--- src/rtl/id_ex_operand_stage_if.sv ---
// Bus bundle for the ID/EX operand stage: decode inputs, forwarding sources,
// hazard-unit controls and the ALU-facing outputs. The stage itself uses the slave modport.
interface id_ex_operand_stage_if #(
  parameter int BITS     = 32,
  parameter int REG_BITS = 5
);
  logic                stall;
  logic                flush;
  logic                id_valid;
  logic [BITS-1:0]     id_rs_data;
  logic [BITS-1:0]     id_rt_data;
  logic [BITS-1:0]     id_imm;
  logic [REG_BITS-1:0] id_rs;
  logic [REG_BITS-1:0] id_rt;
  logic [REG_BITS-1:0] id_rd;
  logic [1:0]          id_alu_op;
  logic [5:0]          id_funct;
  logic                id_alu_src;
  logic                id_reg_dst;
  logic                id_reg_write;
  logic                exmem_reg_write;
  logic [REG_BITS-1:0] exmem_rd;
  logic [BITS-1:0]     exmem_result;
  logic                memwb_reg_write;
  logic [REG_BITS-1:0] memwb_rd;
  logic [BITS-1:0]     memwb_result;

  logic [BITS-1:0]     op1;
  logic [BITS-1:0]     op2;
  logic [3:0]          alu_control;
  logic [BITS-1:0]     store_data;
  logic                ex_valid;
  logic                ex_reg_write;
  logic [REG_BITS-1:0] ex_dest;
  logic [1:0]          fwd_a;
  logic [1:0]          fwd_b;

  modport master (
    output stall, flush, id_valid, id_rs_data, id_rt_data, id_imm,
           id_rs, id_rt, id_rd, id_alu_op, id_funct, id_alu_src,
           id_reg_dst, id_reg_write,
           exmem_reg_write, exmem_rd, exmem_result,
           memwb_reg_write, memwb_rd, memwb_result,
    input  op1, op2, alu_control, store_data, ex_valid, ex_reg_write,
           ex_dest, fwd_a, fwd_b
  );

  modport slave (
    input  stall, flush, id_valid, id_rs_data, id_rt_data, id_imm,
           id_rs, id_rt, id_rd, id_alu_op, id_funct, id_alu_src,
           id_reg_dst, id_reg_write,
           exmem_reg_write, exmem_rd, exmem_result,
           memwb_reg_write, memwb_rd, memwb_result,
    output op1, op2, alu_control, store_data, ex_valid, ex_reg_write,
           ex_dest, fwd_a, fwd_b
  );
endinterface

--- src/rtl/id_ex_operand_stage.sv ---
// ID/EX pipeline register with registered ALU-control decode and EX/MEM, MEM/WB operand
// forwarding. Optional feature macro: FORWARDING_EN (undefined = regfile data only, fwd_* = 00).
module id_ex_operand_stage #(
  parameter int BITS     = 32,
  parameter int REG_BITS = 5
) (
  input  logic                   clk,
  input  logic                   rst_n,
  id_ex_operand_stage_if.slave   bus
);

  localparam logic [3:0] ALU_AND = 4'b0000;
  localparam logic [3:0] ALU_OR  = 4'b0001;
  localparam logic [3:0] ALU_ADD = 4'b0010;
  localparam logic [3:0] ALU_SUB = 4'b0110;
  localparam logic [3:0] ALU_SLT = 4'b0111;

  // Handshake: no back-pressure. ex_valid qualifies the stage contents; stall holds every
  // register, flush (higher priority) loads an all-zero bubble, otherwise decode is loaded.

  function automatic logic [3:0] alu_decode(input logic [1:0] alu_op, input logic [5:0] funct);
    logic [3:0] code;
    code = ALU_ADD;
    if (alu_op == 2'b01) begin
      code = ALU_SUB;
    end else if (alu_op == 2'b10) begin
      case (funct)
        6'b100000: code = ALU_ADD;
        6'b100010: code = ALU_SUB;
        6'b100100: code = ALU_AND;
        6'b100101: code = ALU_OR;
        6'b101010: code = ALU_SLT;
        default:   code = ALU_ADD;
      endcase
    end
    return code;
  endfunction

  logic                valid_q,     valid_d;
  logic                reg_write_q, reg_write_d;
  logic [REG_BITS-1:0] dest_q,      dest_d;
  logic [3:0]          alu_ctrl_q,  alu_ctrl_d;
  logic [REG_BITS-1:0] rs_q,        rs_d;
  logic [REG_BITS-1:0] rt_q,        rt_d;
  logic [BITS-1:0]     rs_data_q,   rs_data_d;
  logic [BITS-1:0]     rt_data_q,   rt_data_d;
  logic [BITS-1:0]     imm_q,       imm_d;
  logic                alu_src_q,   alu_src_d;

  always_comb begin
    valid_d     = valid_q;
    reg_write_d = reg_write_q;
    dest_d      = dest_q;
    alu_ctrl_d  = alu_ctrl_q;
    rs_d        = rs_q;
    rt_d        = rt_q;
    rs_data_d   = rs_data_q;
    rt_data_d   = rt_data_q;
    imm_d       = imm_q;
    alu_src_d   = alu_src_q;
    if (bus.flush) begin
      valid_d     = 1'b0;
      reg_write_d = 1'b0;
      dest_d      = '0;
      alu_ctrl_d  = 4'b0000;
      rs_d        = '0;
      rt_d        = '0;
      rs_data_d   = '0;
      rt_data_d   = '0;
      imm_d       = '0;
      alu_src_d   = 1'b0;
    end else if (!bus.stall) begin
      valid_d     = bus.id_valid;
      // An empty decode slot must never write back, whatever its control bits say.
      reg_write_d = bus.id_valid & bus.id_reg_write;
      dest_d      = bus.id_reg_dst ? bus.id_rd : bus.id_rt;
      alu_ctrl_d  = alu_decode(bus.id_alu_op, bus.id_funct);
      rs_d        = bus.id_rs;
      rt_d        = bus.id_rt;
      rs_data_d   = bus.id_rs_data;
      rt_data_d   = bus.id_rt_data;
      imm_d       = bus.id_imm;
      alu_src_d   = bus.id_alu_src;
    end
  end

  always_ff @(posedge clk or negedge rst_n) begin
    if (!rst_n) begin
      valid_q     <= 1'b0;
      reg_write_q <= 1'b0;
      dest_q      <= '0;
      alu_ctrl_q  <= 4'b0000;
      rs_q        <= '0;
      rt_q        <= '0;
      rs_data_q   <= '0;
      rt_data_q   <= '0;
      imm_q       <= '0;
      alu_src_q   <= 1'b0;
    end else begin
      valid_q     <= valid_d;
      reg_write_q <= reg_write_d;
      dest_q      <= dest_d;
      alu_ctrl_q  <= alu_ctrl_d;
      rs_q        <= rs_d;
      rt_q        <= rt_d;
      rs_data_q   <= rs_data_d;
      rt_data_q   <= rt_data_d;
      imm_q       <= imm_d;
      alu_src_q   <= alu_src_d;
    end
  end

  logic [1:0]      fwd_a_sel;
  logic [1:0]      fwd_b_sel;
  logic [BITS-1:0] rs_val;
  logic [BITS-1:0] rt_val;

`ifdef FORWARDING_EN
  // EX/MEM is the younger producer, so it wins; register 0 is hard-wired and never forwarded.
  function automatic logic [1:0] fwd_select(input logic [REG_BITS-1:0] src);
    logic [1:0] sel;
    sel = 2'b00;
    if (bus.exmem_reg_write && (bus.exmem_rd != '0) && (bus.exmem_rd == src)) begin
      sel = 2'b10;
    end else if (bus.memwb_reg_write && (bus.memwb_rd != '0) && (bus.memwb_rd == src)) begin
      sel = 2'b01;
    end
    return sel;
  endfunction

  always_comb begin
    fwd_a_sel = fwd_select(rs_q);
    fwd_b_sel = fwd_select(rt_q);
    rs_val    = rs_data_q;
    rt_val    = rt_data_q;
    if (fwd_a_sel == 2'b10)      rs_val = bus.exmem_result;
    else if (fwd_a_sel == 2'b01) rs_val = bus.memwb_result;
    if (fwd_b_sel == 2'b10)      rt_val = bus.exmem_result;
    else if (fwd_b_sel == 2'b01) rt_val = bus.memwb_result;
  end
`else
  logic unused_fwd_inputs;
  assign unused_fwd_inputs = ^{bus.exmem_reg_write, bus.exmem_rd, bus.exmem_result,
                               bus.memwb_reg_write, bus.memwb_rd, bus.memwb_result,
                               rs_q, rt_q};
  assign fwd_a_sel = 2'b00;
  assign fwd_b_sel = 2'b00;
  assign rs_val    = rs_data_q;
  assign rt_val    = rt_data_q;
`endif

  assign bus.op1          = rs_val;
  assign bus.store_data   = rt_val;
  assign bus.op2          = alu_src_q ? imm_q : rt_val;
  assign bus.alu_control  = alu_ctrl_q;
  assign bus.ex_valid     = valid_q;
  assign bus.ex_reg_write = reg_write_q;
  assign bus.ex_dest      = dest_q;
  assign bus.fwd_a        = fwd_a_sel;
  assign bus.fwd_b        = fwd_b_sel;

endmodule

--- src/flat_wrapper.sv ---
// flat-port wrapper written by rule: the top's interface ports become plain ports
module id_ex_operand_stage_flat 
#(
  parameter int BITS     = 32,
  parameter int REG_BITS = 5
)
  (clk, rst_n, bus_stall, bus_flush, bus_id_valid, bus_id_rs_data, bus_id_rt_data, bus_id_imm, bus_id_rs, bus_id_rt, bus_id_rd, bus_id_alu_op, bus_id_funct, bus_id_alu_src, bus_id_reg_dst, bus_id_reg_write, bus_exmem_reg_write, bus_exmem_rd, bus_exmem_result, bus_memwb_reg_write, bus_memwb_rd, bus_memwb_result, bus_op1, bus_op2, bus_alu_control, bus_store_data, bus_ex_valid, bus_ex_reg_write, bus_ex_dest, bus_fwd_a, bus_fwd_b);
  id_ex_operand_stage_if #(.BITS(BITS), .REG_BITS(REG_BITS)) bus_i ();
  input  logic clk;
  input  logic rst_n;
  input wire logic [$bits(bus_i.stall)-1:0] bus_stall;
  input wire logic [$bits(bus_i.flush)-1:0] bus_flush;
  input wire logic [$bits(bus_i.id_valid)-1:0] bus_id_valid;
  input wire logic [$bits(bus_i.id_rs_data)-1:0] bus_id_rs_data;
  input wire logic [$bits(bus_i.id_rt_data)-1:0] bus_id_rt_data;
  input wire logic [$bits(bus_i.id_imm)-1:0] bus_id_imm;
  input wire logic [$bits(bus_i.id_rs)-1:0] bus_id_rs;
  input wire logic [$bits(bus_i.id_rt)-1:0] bus_id_rt;
  input wire logic [$bits(bus_i.id_rd)-1:0] bus_id_rd;
  input wire logic [$bits(bus_i.id_alu_op)-1:0] bus_id_alu_op;
  input wire logic [$bits(bus_i.id_funct)-1:0] bus_id_funct;
  input wire logic [$bits(bus_i.id_alu_src)-1:0] bus_id_alu_src;
  input wire logic [$bits(bus_i.id_reg_dst)-1:0] bus_id_reg_dst;
  input wire logic [$bits(bus_i.id_reg_write)-1:0] bus_id_reg_write;
  input wire logic [$bits(bus_i.exmem_reg_write)-1:0] bus_exmem_reg_write;
  input wire logic [$bits(bus_i.exmem_rd)-1:0] bus_exmem_rd;
  input wire logic [$bits(bus_i.exmem_result)-1:0] bus_exmem_result;
  input wire logic [$bits(bus_i.memwb_reg_write)-1:0] bus_memwb_reg_write;
  input wire logic [$bits(bus_i.memwb_rd)-1:0] bus_memwb_rd;
  input wire logic [$bits(bus_i.memwb_result)-1:0] bus_memwb_result;
  output wire logic [$bits(bus_i.op1)-1:0] bus_op1;
  output wire logic [$bits(bus_i.op2)-1:0] bus_op2;
  output wire logic [$bits(bus_i.alu_control)-1:0] bus_alu_control;
  output wire logic [$bits(bus_i.store_data)-1:0] bus_store_data;
  output wire logic [$bits(bus_i.ex_valid)-1:0] bus_ex_valid;
  output wire logic [$bits(bus_i.ex_reg_write)-1:0] bus_ex_reg_write;
  output wire logic [$bits(bus_i.ex_dest)-1:0] bus_ex_dest;
  output wire logic [$bits(bus_i.fwd_a)-1:0] bus_fwd_a;
  output wire logic [$bits(bus_i.fwd_b)-1:0] bus_fwd_b;
  assign bus_i.stall = bus_stall;
  assign bus_i.flush = bus_flush;
  assign bus_i.id_valid = bus_id_valid;
  assign bus_i.id_rs_data = bus_id_rs_data;
  assign bus_i.id_rt_data = bus_id_rt_data;
  assign bus_i.id_imm = bus_id_imm;
  assign bus_i.id_rs = bus_id_rs;
  assign bus_i.id_rt = bus_id_rt;
  assign bus_i.id_rd = bus_id_rd;
  assign bus_i.id_alu_op = bus_id_alu_op;
  assign bus_i.id_funct = bus_id_funct;
  assign bus_i.id_alu_src = bus_id_alu_src;
  assign bus_i.id_reg_dst = bus_id_reg_dst;
  assign bus_i.id_reg_write = bus_id_reg_write;
  assign bus_i.exmem_reg_write = bus_exmem_reg_write;
  assign bus_i.exmem_rd = bus_exmem_rd;
  assign bus_i.exmem_result = bus_exmem_result;
  assign bus_i.memwb_reg_write = bus_memwb_reg_write;
  assign bus_i.memwb_rd = bus_memwb_rd;
  assign bus_i.memwb_result = bus_memwb_result;
  assign bus_op1 = bus_i.op1;
  assign bus_op2 = bus_i.op2;
  assign bus_alu_control = bus_i.alu_control;
  assign bus_store_data = bus_i.store_data;
  assign bus_ex_valid = bus_i.ex_valid;
  assign bus_ex_reg_write = bus_i.ex_reg_write;
  assign bus_ex_dest = bus_i.ex_dest;
  assign bus_fwd_a = bus_i.fwd_a;
  assign bus_fwd_b = bus_i.fwd_b;
  id_ex_operand_stage #(.BITS(BITS), .REG_BITS(REG_BITS)) u_core (.clk(clk), .rst_n(rst_n), .bus(bus_i));
endmodule
--- config.mk ---
export PLATFORM = sky130hd
export DESIGN_NAME = id_ex_operand_stage_flat
export DESIGN_NICKNAME = d
export VERILOG_FILES = /design/src/rtl/id_ex_operand_stage_if.sv /design/src/rtl/id_ex_operand_stage.sv /design/src/flat_wrapper.sv
export SDC_FILE = /design/constraint.sdc
export NUM_CORES = 1
export LEC_CHECK = 0
export CORE_AREA = 2 2 125 127
export CTS_BUF_LIST = sky130_fd_sc_hd__clkbuf_16
export DETAILED_ROUTE_END_ITERATION = 8
export DIE_AREA = 0 0 127 129
export PLACE_DENSITY = 0.81
export REMOVE_ABC_BUFFERS = 1
export SYNTH_ARGS = -nofsm -noshare
export SYNTH_HDL_FRONTEND = slang
export SYNTH_SLANG_ARGS = --single-unit
export TNS_END_PERCENT = 100
--- constraint.sdc ---
create_clock -name clk -period 1.2 [get_ports clk]
set_input_delay 0.24 -clock clk [delete_from_list [all_inputs] [get_ports clk]]
set_output_delay 0.24 -clock clk [all_outputs]
set_load 0.05 [all_outputs]
Word level (Yosys, flattened, before mapping) --
Index checks and enable logic that the tools add are counted.
Word-level totals: register bits 108, output and inout bits 111, input port bits 203, word-level logic and storage cells 37
Cells by class: bitwise operators 1, mux-type cells 21, equal/unequal tests 7
Operators with widths (count):
- $mux W32 | 7
- $eq A6 B6 Y1 const B | 4
- $mux W4 | 4
- $mux W5 | 3
- $pmux W3 S4 | 1
- $mux W1 | 6
- $eq A2 B1 Y1 const B | 1
- $eq A2 B2 Y1 const B | 1
- $ne A2 B1 Y1 const B | 1
- $and A1 B1 Y1 | 1

Logic depth before layout (Yosys ltp) --
depth in word-level cells 6, mapped depth 4, mapped depth without buffers 3

Least setup slack after synthesis --
No wires, ideal clock.
kind register to output, from register u_core.alu_src_q, to output port bus_op2[0], required time 0.960 ns, slack -0.282 ns, path buffers 2, cell stages (with the launch flop) 4, arrival time 1.242 ns, cells stage by stage dfrtp_1 > clkbuf_1 > buf_4 > mux2_1
On the way: longest elaborated chain between the ends 1
RTL lines:
- from (decl) | RTL line id_ex_operand_stage.sv:48 | logic alu_src_q, alu_src_d;
- from (signal assigned) | RTL line id_ex_operand_stage.sv:109 | alu_src_q <= alu_src_d;
- $mux W32 | RTL line id_ex_operand_stage.sv:154 | assign bus.op2 = alu_src_q ? imm_q : rt_val;
- to (decl) | RTL line flat_wrapper.sv:32 | output wire logic [$bits(bus_i.op2)-1:0] bus_op2;
No other way between the ends.

Final worst setup path --
from register u_core.alu_src_q, to output port bus_op2[6]
The elaborated chain is that of the path after synthesis.

==> impl_results.md <==
* Startpoint Class: flip-flop
* Buf/Inv on CP at 2
* Syn Area/Cell at 12.1 um^2
* I/O pins at 314
* Critical path required time at 960 ps
* Leak Pwr at 4.33 nW
* Cell Pwr Density at 1100 nW/um^2
* DP HPWL at 10.5 mm
* Failing checks: setup timing
* Initial antenna violation count at 0
* Reg clk slew, reported paths at 70 ps
* Highest cell delay on the worst timing path at 420 ps
* Core Util, Final at 0.601
* Maximum fanout along the worst path at 17
* Post-layout min period at 1720 ps
* Insertion delay to the later sink of the worst-skew pair at 340 ps
* Layout Skew at 0 ps
* Register area share after synthesis at 0.552
* Core Rows at 45
* Vias in the first global route at 4539
* Max Cap Viol at 0
* Setup violators final at 64
* Syn Inst Count at 401
* R2R Setup Slk at 230 ps
* # fillers at 1138
* Sequential Area at 2680 um^2
* Vert. Die Dim at 129 um
* Die area at 16400 um^2
* # DRC at 0
* P&R area growth vs syn at 85.5%
* Placer congestion estimate at 0.805
* Worst min path class: primary input to flip-flop
* Routed Antenna Nets at 0
* Crit-path cells: buf_12 > mux2_2 > buf_6
* Pin count of the biggest net entering global routing at 55
* Setup ws final at -515 ps
* Initial core utilization at 0.324
* Critical path's slowest cell: dfrtp_2
* Vias at 4046
* Input/output buffers at 227
* Nets at 882
* Final Cycle Share at 1.43
* WL final at 14.2 mm
* Yosys warns at 0
* Share of cells above drive strength 1 at 0.319
* Number of antenna diodes at 0
* DR WL/cell at 16.3 um
* Endpoints failing hold at 0
* Fmax at 0.583 GHz
* Status: finished, violations left
* Core area at 15000 um^2
* Root Buffer: clkbuf_16
* Worst EP arrival at 1480 ps
* Final Slew Violations at 0
* Overall Global Routing Usage at 0.175
* Num CTS Buffers at 9
* RSZ-0062 raised after global routing: true
* Critical Path End Type: output pin
* Synthesized area at 4850 um^2
* TNS Setup at -17010 ps
* DR pass1 iterations at 4
* Die W at 127 um
* First-pass GRT wire length at 22.7 mm
* Worst VDD drop at 669 uV
* Drt via density at 4.64
* Top delay family on crit path: flip-flops
* H-Tree Depth at 3
* Area of the multi-input gates at 2010 um^2
* Clk sink count at 107
* Netlist cell types at 22
* Setup Crit Path Kind: flip-flop to output pin
* Global route overflow at 0
* #FFs+latches synth at 107
* CTS tree: done
* Total power at 9.93 mW
* Max Buffers Root-to-Sink at 2
* DRT iter0 DRCs at 77
-- what timing repair did --
item / 4_1_cts / 5_1_grt
resized for setup: 77 / 26
hold buffers: 1 / 0
hold endpoints to repair: 107 / 0
buffers inserted: 8 / 22
setup endpoints to repair: 64 / 74
-- final cells by class --
class	instances	area share
inverters	1	0.000417
flip-flops and latches	107	0.298
repair buffers	296	0.420
multi-input cells	264	0.224
clock inverters	7	0.00682
well taps	188	0.0261
clock buffers	9	0.0250
-- worst register-to-register path, cell delays in order, from the launching register on --
cell,delay (ps)
dfrtp_1,390
buf_6,120
buf_4,120
mux2i_1,170
nor2_1,60
-- worst paths after layout --
kind / end / cells past startpoint / from
worst max-delay path: bus_op2[6] / 3 / u_core.alu_src_q
worst min-delay path: u_core.bus.alu_control[0] / 3 / bus_flush
worst max register to register: u_core.bus.store_data[7] / 4 / u_core.bus.store_data[7]
worst min register to register: u_core.imm_q[7] / 2 / u_core.imm_q[7]
max in group asynchronous: u_core.alu_src_q / 3 / rst_n
min in group asynchronous: u_core.bus.op1[25] / 2 / rst_n
-- state kept, by name, indices dropped and copies added, names as in the netlist --
name and cells:
u_core.bus.ex_reg_write 1, u_core.bus.store_data 32, u_core.bus.ex_valid 1, u_core.imm_q 32, u_core.bus.ex_dest 5, u_core.bus.alu_control 3
u_core.bus.op1 32, u_core.alu_src_q 1
-- synth_stat cells --
library cell,n,area share
dfrtp_1,107,0.55
mux2i_1,103,0.21
nor2_1,103,0.080
mux2_1,32,0.074
buf_4,18,0.028
buf_2,11,0.011
mux2_2,5,0.012
a21oi_1,3,0.0031
clkbuf_1,3,0.0023
nand3b_1,3,0.0046
nor3b_1,2,0.0031
a221oi_1,1,0.0018
buf_6,1,0.0023
conb_1,1,0.00077
inv_1,1,0.00077
nand2_1,1,0.00077
nor3_1,1,0.0010
nor4b_1,1,0.0018
nor4bb_1,1,0.0021
o21ai_2,1,0.0018
o2bb2ai_1,1,0.0018
or4_4,1,0.0023
-- per-stage QoR --
step	worst slack (ps)	std cells	cell area (um^2)	hold slack (ps)
global placement	-273	848	8360	56.5
global route	-562	872	9000	221
CTS	-543	866	8940	220
finish	-515	872	9000	232
detailed placement	-335	848	8360	58.6
floorplan	-605	372	4650	-55.6
-- where the power goes --
| group | total (mW) | internal [mW] | switching [mW] |
|---|---|---|---|
| combinational | 3.06 | 1.55 | 1.51 |
| clock | 2.89 | 1.59 | 1.30 |
| sequential | 3.98 | 3.81 | 0.171 |
-- cells in the final DEF (no fill, tap or decap), types with 5 or more instances in the layout --
cell type	count
buf_4	31
dfrtp_1	106
mux2i_1	103
conb_1	5
clkbuf_16	9
clkdlybuf4s50_1	117
mux2_2	15
nor2_1	103
mux2_1	11
mux2_4	11
buf_6	65
buf_12	81
-- layer usage --
layer	vias up	share of wire	GRT usage
met5	-	0	0
met4	0	0.020	0.0685
met3	19	0.071	0.0470
met2	162	0.51	0.311
met1	1956	0.40	0.203
li1	1909	-	-
-- kinds of logic after synthesis --
family | after synthesis | synth area share
buffers and inverters | 34 | 0.0446
multiplexers | 140 | 0.299
flip-flops | 107 | 0.552
AO/OA/AOI/OAI | 6 | 0.00851
other | 1 | 0.000773
AND/OR/NAND/NOR | 113 | 0.0955
Power figures use the tool's default switching activity.
